## src/rtl/fwd_hazard_ctrl.sv

```systemverilog
// fwd_hazard_ctrl: forwarding and hazard controller for a 5-stage pipeline.
// Keeps a shadow copy of the destination, regwrite and memread fields of the EX, MEM
// and WB stages. From that shadow it drives the EX operand forwarding selects and the
// ID branch-comparator forwarding, and it raises the load-use and branch stalls and
// the IF flush for taken branches.
// Ports:
//   clk, reset                      rising-edge clock, asynchronous active-high reset
//   id_valid, id_rs, id_rt          ID instruction is real; its source registers
//   id_uses_rs, id_uses_rt          the instruction actually reads rs / rt
//   id_dst, id_regwrite, id_memread ID destination, register-file write, load
//   id_is_branch, br_taken          beq/bne in ID and the ID comparator result
//   stall, pc_write, idex_bubble    hold PC and IF/ID, with a nop inserted into ID/EX
//   if_flush                        squash the instruction in IF
//   fwd_a_sel, fwd_b_sel            EX operand mux selects (00 regfile, 01 WB, 10 MEM)
//   br_fwd_a, br_fwd_b              ID comparator operand takes the MEM ALU result
//   stall_count                     saturating count of stall cycles
module fwd_hazard_ctrl #(
    parameter int unsigned RA_W  = 5,
    parameter int unsigned CNT_W = 32
) (
    input  logic             clk,
    input  logic             reset,
    input  logic             id_valid,
    input  logic [RA_W-1:0]  id_rs,
    input  logic [RA_W-1:0]  id_rt,
    input  logic             id_uses_rs,
    input  logic             id_uses_rt,
    input  logic [RA_W-1:0]  id_dst,
    input  logic             id_regwrite,
    input  logic             id_memread,
    input  logic             id_is_branch,
    input  logic             br_taken,
    output logic             stall,
    output logic             pc_write,
    output logic             idex_bubble,
    output logic             if_flush,
    output logic [1:0]       fwd_a_sel,
    output logic [1:0]       fwd_b_sel,
    output logic             br_fwd_a,
    output logic             br_fwd_b,
    output logic [CNT_W-1:0] stall_count
);

    localparam logic [1:0] SEL_REG = 2'b00;
    localparam logic [1:0] SEL_WB  = 2'b01;
    localparam logic [1:0] SEL_MEM = 2'b10;

    logic [RA_W-1:0]  r_ex_rs, r_ex_rt, r_ex_dst;
    logic             r_ex_rw, r_ex_mr;
    logic [RA_W-1:0]  r_mem_dst;
    logic             r_mem_rw, r_mem_mr;
    logic [RA_W-1:0]  r_wb_dst;
    logic             r_wb_rw;
    logic [CNT_W-1:0] r_stall_count;

    logic w_hz_rs, w_hz_rt, w_stall;

    // Stall contribution of one effective source operand; $0 never creates a hazard.
    function automatic logic src_hazard(
        input logic            eff,
        input logic [RA_W-1:0] x,
        input logic            is_br,
        input logic            ex_rw,
        input logic            ex_mr,
        input logic [RA_W-1:0] ex_dst,
        input logic            mem_mr,
        input logic [RA_W-1:0] mem_dst
    );
        logic load_use, br_alu, br_load;
        load_use = ex_mr && (ex_dst == x);
        br_alu   = is_br && ex_rw && !ex_mr && (ex_dst == x);
        br_load  = is_br && mem_mr && (mem_dst == x);
        return eff && (x != '0) && (load_use || br_alu || br_load);
    endfunction

    // EX operand select; a load sitting in MEM has no data yet, so it only forwards from WB.
    function automatic logic [1:0] ex_sel(
        input logic [RA_W-1:0] src,
        input logic            mem_rw,
        input logic            mem_mr,
        input logic [RA_W-1:0] mem_dst,
        input logic            wb_rw,
        input logic [RA_W-1:0] wb_dst
    );
        if (src == '0)                                   return SEL_REG;
        else if (mem_rw && !mem_mr && (mem_dst == src))  return SEL_MEM;
        else if (wb_rw && (wb_dst == src))               return SEL_WB;
        else                                             return SEL_REG;
    endfunction

    // Hazard detection, forwarding and flush decode.
    always_comb begin
        w_hz_rs = src_hazard(id_valid && id_uses_rs, id_rs, id_is_branch,
                             r_ex_rw, r_ex_mr, r_ex_dst, r_mem_mr, r_mem_dst);
        w_hz_rt = src_hazard(id_valid && id_uses_rt, id_rt, id_is_branch,
                             r_ex_rw, r_ex_mr, r_ex_dst, r_mem_mr, r_mem_dst);
        w_stall = w_hz_rs || w_hz_rt;

        stall       = w_stall;
        pc_write    = !w_stall;
        idex_bubble = w_stall;
        if_flush    = id_valid && id_is_branch && br_taken && !w_stall;

        fwd_a_sel = ex_sel(r_ex_rs, r_mem_rw, r_mem_mr, r_mem_dst, r_wb_rw, r_wb_dst);
        fwd_b_sel = ex_sel(r_ex_rt, r_mem_rw, r_mem_mr, r_mem_dst, r_wb_rw, r_wb_dst);

        br_fwd_a = id_is_branch && r_mem_rw && !r_mem_mr && (r_mem_dst == id_rs) && (id_rs != '0);
        br_fwd_b = id_is_branch && r_mem_rw && !r_mem_mr && (r_mem_dst == id_rt) && (id_rt != '0);

        stall_count = r_stall_count;
    end

    // Shadow pipeline; EX takes a bubble when ID is stalled or empty.
    always_ff @(posedge clk or posedge reset) begin
        if (reset) begin
            r_ex_rs   <= '0;
            r_ex_rt   <= '0;
            r_ex_dst  <= '0;
            r_ex_rw   <= 1'b0;
            r_ex_mr   <= 1'b0;
            r_mem_dst <= '0;
            r_mem_rw  <= 1'b0;
            r_mem_mr  <= 1'b0;
            r_wb_dst  <= '0;
            r_wb_rw   <= 1'b0;
        end else begin
            if (w_stall || !id_valid) begin
                r_ex_rs  <= '0;
                r_ex_rt  <= '0;
                r_ex_dst <= '0;
                r_ex_rw  <= 1'b0;
                r_ex_mr  <= 1'b0;
            end else begin
                r_ex_rs  <= id_rs;
                r_ex_rt  <= id_rt;
                r_ex_dst <= id_dst;
                r_ex_rw  <= id_regwrite;
                r_ex_mr  <= id_memread;
            end
            r_mem_dst <= r_ex_dst;
            r_mem_rw  <= r_ex_rw;
            r_mem_mr  <= r_ex_mr;
            r_wb_dst  <= r_mem_dst;
            r_wb_rw   <= r_mem_rw;
        end
    end

    // Saturating stall-cycle counter.
    always_ff @(posedge clk or posedge reset) begin
        if (reset) begin
            r_stall_count <= '0;
        end else if (w_stall && (r_stall_count != '1)) begin
            r_stall_count <= r_stall_count + CNT_W'(1);
        end
    end

endmodule

```

## config.mk

```make
export PLATFORM = sky130hd
export DESIGN_NAME = fwd_hazard_ctrl
export DESIGN_NICKNAME = d
export VERILOG_FILES = /design/src/rtl/fwd_hazard_ctrl.sv
export SDC_FILE = /design/constraint.sdc
export NUM_CORES = 1
export LEC_CHECK = 0
export CAP_MARGIN = 20
export CORE_MARGIN = 2
export CORE_UTILIZATION = 46
export DETAILED_ROUTE_END_ITERATION = 8
export PLACE_DENSITY = 0.75
export RECOVER_POWER = 25
export SETUP_SLACK_MARGIN = 0.15
export SYNTH_ARGS = -nofsm -noshare
export SYNTH_HDL_FRONTEND = slang
export SYNTH_SLANG_ARGS = --single-unit
```

## constraint.sdc

```tcl
create_clock -name clk -period 1.95 [get_ports clk]
set_input_delay 0.39 -clock clk [delete_from_list [all_inputs] [get_ports clk]]
set_output_delay 0.39 -clock clk [all_outputs]
set_load 0.005 [all_outputs]
```

==> impl_metrics.env, run 1 <==
export IMPL_path_max_fanout=3
export IMPL_mostFrequentLayoutCells="61 x dfrtp_1, 51 x buf_4, 44 x clkdlybuf4s50_1, 35 x xnor2_1, 30 x xor2_1"
export IMPL_setup_ws_ns=-0.5010
export IMPL_ys_seq_area_frac=0.5028
export IMPL_die_x_um=85.90
export IMPL_synth_cell_area_um2=3085
export IMPL_num_vias=2891
export IMPL_grt_max_degree=63
export IMPL_finalSetupTns_ns=-12.60
export IMPL_cts_root_buf="clkbuf_8"
export IMPL_synthesis_nets=305
export IMPL_min_period_ns=2.451
export IMPL_cp_common_cell="buf_6"
export IMPL_critPathCaptureType="output port"
export IMPL_ant_nets=0
export IMPL_place_gp_congestion=0.8874
export IMPL_viasPerCell=5.658
export IMPL_layout_commonest_cell="dfrtp_1"
export IMPL_setup_viol=58
export IMPL_ys_warn_count=0
export IMPL_grt_pass1_vias=3035
export IMPL_drt_drc_violations_left=2
export IMPL_io_buffer_count=65
export IMPL_grt_antenna_before_repair=0
export IMPL_slew_headroom=0.4462
export IMPL_h_tree_depth=3
export IMPL_min_period_over_period=1.257
export IMPL_dp_hpwl_um=5850
export IMPL_io_pins=66
export IMPL_drive_above_1_share=0.3687
export IMPL_cts_tree="yes"
export IMPL_hp_class="reg -> reg"
export IMPL_worstSetupPathType="in -> out"
export IMPL_yosys_area_top_type="dfrtp_1"
export IMPL_fp_coreArea_um2=6422
export IMPL_power_total_mw=2.910
export IMPL_clock_skew_ns=0.01163
export IMPL_slowest_stage="or4_4"
export IMPL_drv_cap=0
export IMPL_crit_arrival_ns=2.06
export IMPL_synth_top_area_frac=0.5028
export IMPL_drv_slew=0
export IMPL_syn2layout_area_growth_pct=66.91
export IMPL_max_freq_mhz=408.0
export IMPL_cts_sinks=62
export IMPL_initial_utilization=0.4804
export IMPL_p_per_area_nw_per_um2=565.0
export IMPL_synth_area_leaders="dfrtp_1 50%, xnor2_1 12%, xor2_1 8.5%"
export IMPL_startpoint_type="input port"
export IMPL_wl_per_cell_um=19.88
export IMPL_multiInputGateArea_um2=1912
export IMPL_firstDrtPassIters=7
export IMPL_timing_hold_violations_final=0
export IMPL_die_height_um=85.90
export IMPL_ys_ff_latch=62
export IMPL_grtUsageTotal=0.2616
export IMPL_status="complete, but fails checks"
export IMPL_syn_instance_count=280
export IMPL_cts_hold_buf=0
export IMPL_drtIter0Drc=153
export IMPL_clk_latency_ns=0.35
export IMPL_diodes=0
export IMPL_crit_chain="dlygate4sd2_1 > or4_4 > nor2_4 > nor2b_2 > a32o_2 > buf_6 > buf_6 > buf_6"
export IMPL_utilization=0.8019
export IMPL_fill_cells=365
export IMPL_wirelength_um=10160
export IMPL_failed_checks="DRC, setup timing"
export IMPL_dpl_worst_slack_ns=-1.052
export IMPL_cpPeakStageDelay_ns=0.55
export IMPL_dieArea_um2=7379
export IMPL_rsz0062_at_grt="yes"
export IMPL_cts_buffers=9
export IMPL_cts_max_path_buffers=2
export IMPL_worstMarginPinSlew_ns=0.8307
export IMPL_yosysUniqueCellTypes=35
export IMPL_avgSynthCellArea_um2=11.02
export IMPL_p_leak_nw=2.364
export IMPL_grt_first_pass_wirelength_um=14760
export IMPL_cts_reportedPaths_clkPinSlew_ns=0.07
export IMPL_layout_nets=454
export IMPL_regArea_um2=1553
export IMPL_gr_total_overflow=0
export IMPL_ir_drop_mv=0.5125
export IMPL_rows=29
export IMPL_crit_required_ns=1.56
## path summary, 6_finish.rpt
kind | from | end | slack (ns) | cells after the start
setup / recovery | id_rs[3] | stall | -0.50 | 8
hold / removal | r_ex_mr$_DFF_PP0_ | r_mem_mr$_DFF_PP0_ | 0.40 | 0
setup reg to reg | r_mem_dst[4]$_DFF_PP0_ | stall_count[27]$_DFFE_PP0P_ | -0.39 | 12
hold reg to reg | r_ex_mr$_DFF_PP0_ | r_mem_mr$_DFF_PP0_ | 0.40 | 0
max in group asynchronous | reset | r_ex_rs[3]$_DFF_PP0_ | 0.56 | 3
min in group asynchronous | reset | r_wb_dst[2]$_DFF_PP0_ | 0.82 | 3
## logic make-up (layout without fill, tap and decap cells)
| group | after synthesis | count (layout) | share of synthesized area |
|---|---|---|---|
| muxes | 1 | 1 | 0.003649 |
| DFF | 62 | 62 | 0.5028 |
| xor gates and xnor gates | 71 | 71 | 0.2015 |
| adders and majority gates | 1 | 1 | 0.004055 |
| and+or+nand+nor | 126 | 126 | 0.2453 |
| AOI/OAI and AO/OA | 5 | 5 | 0.01501 |
| buffers and inverters | 14 | 168 | 0.02757 |
## metal layers
layer	part of all wire	wire length, µm	vias up	track usage
met2	0.56	5656	119	0.4665
met4	0.021	213	0	0.1140
met1	0.37	3720	1455	0.3082
li1	-	-	1293	-
met3	0.056	569	24	0.04524
met5	0	0	-	0
## registers in the layout (all words and copies together), names as in the netlist
register,cells
stall_count,32
r_ex_dst,5
r_ex_rs,5
r_ex_rt,5
r_mem_dst,5
r_wb_dst,5
r_ex_mr,1
r_ex_rw,1
r_mem_mr,1
r_mem_rw,1
r_wb_rw,1
## final cells by class
type / count / area share
timing repair buffer: 147 / 0.2675
sequential: 62 / 0.3015
tap: 77 / 0.01871
clock inverter: 5 / 0.009718
multi-input combinational: 204 / 0.3712
inverter: 5 / 0.005831
clock buffer: 11 / 0.02551
## metrics by stage
step | cell area [µm²] | hold WS, ns | std cells
2_1_floorplan | 3161 | 0.3543 | 280
4_1_cts | 4890 | 0.3826 | 498
3_5_place_dp | 4258 | 0.3663 | 468
5_1_grt | 5150 | 0.4143 | 511
3_3_place_gp | 4258 | 0.3582 | 468
6_report | 5150 | 0.4009 | 511
## synthesized netlist by cell type
library cell / n
ha_1: 1
nand2b_1: 1
nand3_1: 20
buf_6: 1
nor4b_1: 1
nor3b_1: 2
nor2b_1: 3
mux2_2: 1
a32o_2: 1
nand2_1: 12
inv_1: 4
buf_8: 1
nor4_1: 6
nor4_2: 4
o22ai_1: 1
xnor2_1: 41
and4_1: 6
nand3b_1: 1
or4_1: 3
nand4_1: 14
or3_1: 1
nor2_1: 8
a32oi_1: 1
nor4_4: 1
nor3_1: 20
xor2_1: 30
buf_4: 2
and3_1: 22
o22ai_2: 1
buf_2: 1
nor3_2: 1
a21o_1: 1
clkbuf_1: 4
inv_6: 1
dfrtp_1: 62
## worst max-delay path, delay by kind of cell
kind | cells | cell delay (ns)
simple gates | 3 | 0.75
buf+inv | 4 | 0.60
compound gates | 1 | 0.32
## power by group
part,internal (mW),leakage [nW],switching [mW],total (mW)
Clock,0.582,0.0968,0.518,1.10
Sequential,1.33,0.821,0.0462,1.38
Combinational,0.239,1.45,0.192,0.431
## what timing repair did
item,in CTS,in global routing
gates cloned,0,1
setup buffers,14,12
gates resized for setup,123,29
endpoints found under the setup margin,59,59
endpoints found under the hold margin,0,0
pin swaps,46,46
No activity file was read; power rests on OpenSTA's default activity.
==> inputs of run 2 (changes only) <==
CORE_UTILIZATION = 51   (was 46)
PLACE_DENSITY = 0.79   (was 0.75)
clock period = 2.7 ns   (was 1.95 ns; I/O delays follow)
==> impl_metrics.env, run 2 (same netlist as run 1, synthesis figures left out) <==
export IMPL_status="completed"
export IMPL_clock_skew_ns=0.007318
export IMPL_num_vias=2513
export IMPL_gr_total_overflow=0
export IMPL_largest_reg_flops=32
export IMPL_crit_arrival_ns=2.01
export IMPL_grtUsageTotal=0.2346
export IMPL_holdWs_ns=0.3920
export IMPL_p_leak_nw=1.947
export IMPL_die_x_um=81.78
export IMPL_firstDrtPassIters=4
export IMPL_wirelength_um=7369
export IMPL_layout_nets=406
export IMPL_critPathLaunch="r_mem_dst[3]$_DFF_PP0_"
export IMPL_cts_root_buf="clkbuf_8"
export IMPL_h_tree_depth=3
export IMPL_rows=28
export IMPL_dieArea_um2=6688
export IMPL_die_height_um=81.78
export IMPL_reg2reg_depth=10
export IMPL_slew_headroom=0.02965
export IMPL_syn2layout_area_growth_pct=36.17
export IMPL_hp_class="reg -> reg"
export IMPL_r2r_end="stall_count[10]$_DFFE_PP0P_"
export IMPL_final_design_area_no_fill_um2=4202
export IMPL_critPathCaptureType="output port"
export IMPL_min_period_ns=2.546
export IMPL_dpl_cell_area_um2=3969
export IMPL_io_pins=66
export IMPL_drv_slew=0
export IMPL_timing_hold_violations_final=0
export IMPL_p_per_area_nw_per_um2=458.7
export IMPL_cts_tree="yes"
export IMPL_grt_first_pass_wirelength_um=11680
export IMPL_ir_drop_mv=0.4338
export IMPL_ant_nets=0
export IMPL_r2r_start="r_mem_dst[3]$_DFF_PP0_"
export IMPL_drt_drc_violations_left=0
export IMPL_layout_commonest_cell="dfrtp_1"
export IMPL_clk_latency_ns=0.33
export IMPL_r2r_slack_ns=0.26
export IMPL_worstSetupPathType="reg -> out"
export IMPL_grt_antenna_before_repair=0
export IMPL_worstMarginPinSlew_ns=1.456
export IMPL_cts_sinks=62
export IMPL_rsz0062_at_grt="yes"
export IMPL_max_freq_mhz=392.7
export IMPL_diodes=0
export IMPL_dp_hpwl_um=5283
export IMPL_startpoint_type="register"
export IMPL_grt_pass1_vias=2488
export IMPL_io_buffer_count=65
export IMPL_setup_worst_path_end="pc_write"
export IMPL_drv_cap=0
export IMPL_setup_viol=0
export IMPL_drive_above_1_share=0.1839
export IMPL_fp_coreArea_um2=5886
export IMPL_cts_buffers=9
export IMPL_crit_required_ns=2.16
export IMPL_place_gp_congestion=0.8992
export IMPL_cts_reportedPaths_clkPinSlew_ns=0.07
export IMPL_mostFrequentLayoutCells="60 x dfrtp_1, 44 x clkdlybuf4s50_1, 41 x xnor2_1, 30 x xor2_1, 27 x buf_4"
export IMPL_wl_per_cell_um=15.98
export IMPL_path_max_fanout=5
export IMPL_grt_max_degree=63
export IMPL_min_period_over_period=0.9431
export IMPL_cts_max_path_buffers=2
export IMPL_drtIter0Drc=122
export IMPL_initial_utilization=0.5242
export IMPL_viasPerCell=5.451
-- run 2: routing by layer --
layer / global-route usage / wire (µm) / vias up
li1: - / - / 1192
met1: 0.3186 / 3304 / 1244
met2: 0.3675 / 3592 / 63
met3: 0.03736 / 314 / 14
met4: 0.1150 / 158 / 0
met5: 0 / 0 / -
-- run 2: cell type report --
class / instances / area, µm²
Clock buffer: 12 / 145.1
Clock inverter: 4 / 22.52
Fill cell: 434 / 1684
Inverter: 5 / 23.77
Multi-Input combinational cell: 204 / 1495
Sequential cell: 62 / 1554
Tap cell: 75 / 93.84
Timing Repair Buffer: 99 / 867.1
-- run 2: critical path: stages, from the launching register on --
cell and delay (ns):
dfrtp_1 0.48, xor2_1 0.20, nor3_1 0.15, nand3_1 0.17
o22ai_2 0.20, a32o_2 0.19, buf_6 0.14, inv_6 0.03
buf_6 0.11
-- run 2: where the power goes --
group	switching [mW]	leakage, nW	internal (mW)
logic	0.101	1.04	0.124
registers	0.0393	0.820	0.962
clock network	0.347	0.0861	0.354
total	0.487	1.95	1.44
-- run 2: per-stage QoR --
stage | util | setup TNS, ns | instances | power, mW | setup WS (ns)
finish | 0.7139 | 0 | 461 | 1.927 | 0.1537
global route | 0.7139 | 0 | 461 | 2.005 | 0.07593
CTS | 0.7077 | 0 | 456 | 1.935 | 0.1336
detailed placement | 0.6743 | -6.503 | 436 | 1.241 | -0.4629
global placement | 0.6743 | -4.891 | 436 | 1.235 | -0.4344
floorplan | - | 0 | 280 | 1.124 | 0.3254
-- run 2: how the worst min path moves through the flow --
stage	from	end	slack (ns)	cells past startpoint
after floorplan	r_ex_rw$_DFF_PP0_	r_mem_rw$_DFF_PP0_	0.35	0
after global placement	r_ex_rw$_DFF_PP0_	r_mem_rw$_DFF_PP0_	0.36	0
after detailed placement	r_ex_rw$_DFF_PP0_	r_mem_rw$_DFF_PP0_	0.38	0
after CTS	r_ex_rw$_DFF_PP0_	r_mem_rw$_DFF_PP0_	0.39	0
after global routing	r_ex_rw$_DFF_PP0_	r_mem_rw$_DFF_PP0_	0.40	0
final	r_ex_rw$_DFF_PP0_	r_mem_rw$_DFF_PP0_	0.39	0
-- run 2: what timing repair did --
action                                  CTS  global route
resized for setup                        41            14
pin swaps                                13             7
hold buffers                              0             0
setup buffers                             4             5
endpoints found under the setup margin   15            10
==> inputs of run 3 (changes only) <==
PLACE_DENSITY = 0.85   (was 0.79)
==> impl_metrics.env, run 3 (same netlist as run 1, synthesis figures left out) <==
export IMPL_syn2layout_area_growth_pct=43.43
export IMPL_slowest_stage="a32o_2"
export IMPL_grt_busiest_layer="met2"
export IMPL_hp_start="r_ex_rw$_DFF_PP0_"
export IMPL_final_design_area_no_fill_um2=4425
export IMPL_clk_latency_ns=0.35
export IMPL_crit_chain="buf_2 > buf_6 > xor2_1 > nor3_2 > nand3_2 > o22ai_2 > a32o_2 > buf_12 > buf_12 > clkinv_4 > buf_6"
export IMPL_place_gp_congestion=0.8426
export IMPL_cts_sinks=62
export IMPL_die_x_um=81.78
export IMPL_critPathLaunch="id_rs[2]"
export IMPL_met3_usage=0.06044
export IMPL_p_leak_nw=2.041
export IMPL_layout_nets=415
export IMPL_met1_usage=0.3134
export IMPL_worstMarginPinSlew_ns=0.9526
export IMPL_timing_hold_violations_final=0
export IMPL_cts_hold_buf=0
export IMPL_hp_class="reg -> reg"
export IMPL_min_period_over_period=0.9742
export IMPL_io_buffer_count=65
export IMPL_setup_viol=0
export IMPL_grt_pass1_vias=2794
export IMPL_initial_utilization=0.5242
export IMPL_diodes=0
export IMPL_viasPerCell=5.591
export IMPL_grt_antenna_before_repair=0
export IMPL_crit_arrival_ns=2.09
export IMPL_largest_reg_flops=32
export IMPL_firstDrtPassIters=4
export IMPL_crit_required_ns=2.16
export IMPL_wl_per_cell_um=17.94
export IMPL_cts_max_path_buffers=2
export IMPL_dpl_cell_area_um2=3976
export IMPL_status="completed"
export IMPL_multiInputGateArea_um2=1546
export IMPL_holdWs_ns=0.3802
export IMPL_die_height_um=81.78
export IMPL_fill_cells=384
export IMPL_critPathCaptureType="output port"
export IMPL_dieArea_um2=6688
export IMPL_r2r_start="r_mem_dst[2]$_DFF_PP0_"
export IMPL_rows=28
export IMPL_drt_drc_violations_left=0
export IMPL_grt_max_degree=40
export IMPL_utilization=0.7519
export IMPL_cpPeakStageDelay_ns=0.25
export IMPL_drv_cap=0
export IMPL_mostFrequentLayoutCells="59 x dfrtp_1, 44 x clkdlybuf4s50_1, 41 x xnor2_1, 36 x buf_4, 30 x xor2_1"
export IMPL_grt_first_pass_wirelength_um=13380
export IMPL_drive_above_1_share=0.2380
export IMPL_min_period_ns=2.630
export IMPL_gr_total_overflow=0
export IMPL_cts_buffers=9
export IMPL_grtUsageTotal=0.2709
export IMPL_rsz0062_at_grt="yes"
export IMPL_dp_hpwl_um=5556
export IMPL_max_freq_mhz=380.2
export IMPL_regArea_um2=1555
export IMPL_layout_commonest_cell="dfrtp_1"
export IMPL_io_pins=66
export IMPL_clock_skew_ns=0.009776
export IMPL_startpoint_type="input port"
export IMPL_p_per_area_nw_per_um2=488.5
export IMPL_met2_usage=0.4715
export IMPL_worstSetupPathType="in -> out"
export IMPL_drv_slew=0
export IMPL_cts_root_buf="clkbuf_8"
export IMPL_h_tree_depth=3
export IMPL_path_max_fanout=3
export IMPL_num_vias=2628
export IMPL_slew_headroom=0.3642
export IMPL_ant_nets=0
export IMPL_wirelength_um=8432
export IMPL_cts_tree="yes"
export IMPL_cts_reportedPaths_clkPinSlew_ns=0.07
export IMPL_fp_coreArea_um2=5886
export IMPL_drtIter0Drc=185
export IMPL_ir_drop_mv=0.3699
## run 3: cell type report
cell class / instances / share of cell area
Multi-Input combinational cell: 204 / 0.3494
Tap cell: 75 / 0.02120
Timing Repair Buffer: 108 / 0.2222
Sequential cell: 62 / 0.3514
Clock inverter: 6 / 0.01923
Clock buffer: 10 / 0.03110
Inverter: 5 / 0.005372
## run 3: timing repair
item	CTS	global route
setup endpoints to repair	31	31
pin swaps	11	7
gates resized for setup	51	17
buffers inserted	10	7
## run 3: routing by layer
layer | part of all wire | vias up
li1 | - | 1208
met1 | 0.39 | 1304
met2 | 0.52 | 89
met3 | 0.055 | 27
met4 | 0.037 | 0
met5 | 0 | -
## run 3: worst paths after layout
path	endpoint	slack (ns)	depth (start not counted)
worst min register to register	r_mem_rw$_DFF_PP0_	0.38	0
worst max-delay path	pc_write	0.07	11
min in group asynchronous	stall_count[16]$_DFFE_PP0P_	0.85	2
worst max register to register	stall_count[1]$_DFFE_PP0P_	0.21	11
worst min-delay path	r_mem_rw$_DFF_PP0_	0.38	0
max in group asynchronous	r_mem_dst[3]$_DFF_PP0_	1.12	3
## run 3: through the flow
step	cells	setup TNS [ns]	power (mW)	worst slack (ns)
2_1_floorplan	280	0	1.124	0.3254
4_1_cts	463	0	2.152	0.05163
5_1_grt	470	-0.04585	2.234	-0.02471
3_3_place_gp	437	-7.115	1.234	-0.5246
3_5_place_dp	437	-9.251	1.244	-0.5671
6_report	470	0	2.162	0.06966
## run 3: power by group
group	total, mW	internal, mW	leakage, nW	switching (mW)
clock network	0.914	0.541	0.108	0.373
logic	0.245	0.134	1.11	0.110
registers	1.00	0.962	0.819	0.0413
## run 3: worst max-delay path: cells and delay by family
family	cells	cell delay, ns
buffers and inverters	6	0.61
AO/OA/AOI/OAI	2	0.43
XOR/XNOR	1	0.17
AND/OR/NAND/NOR	2	0.35
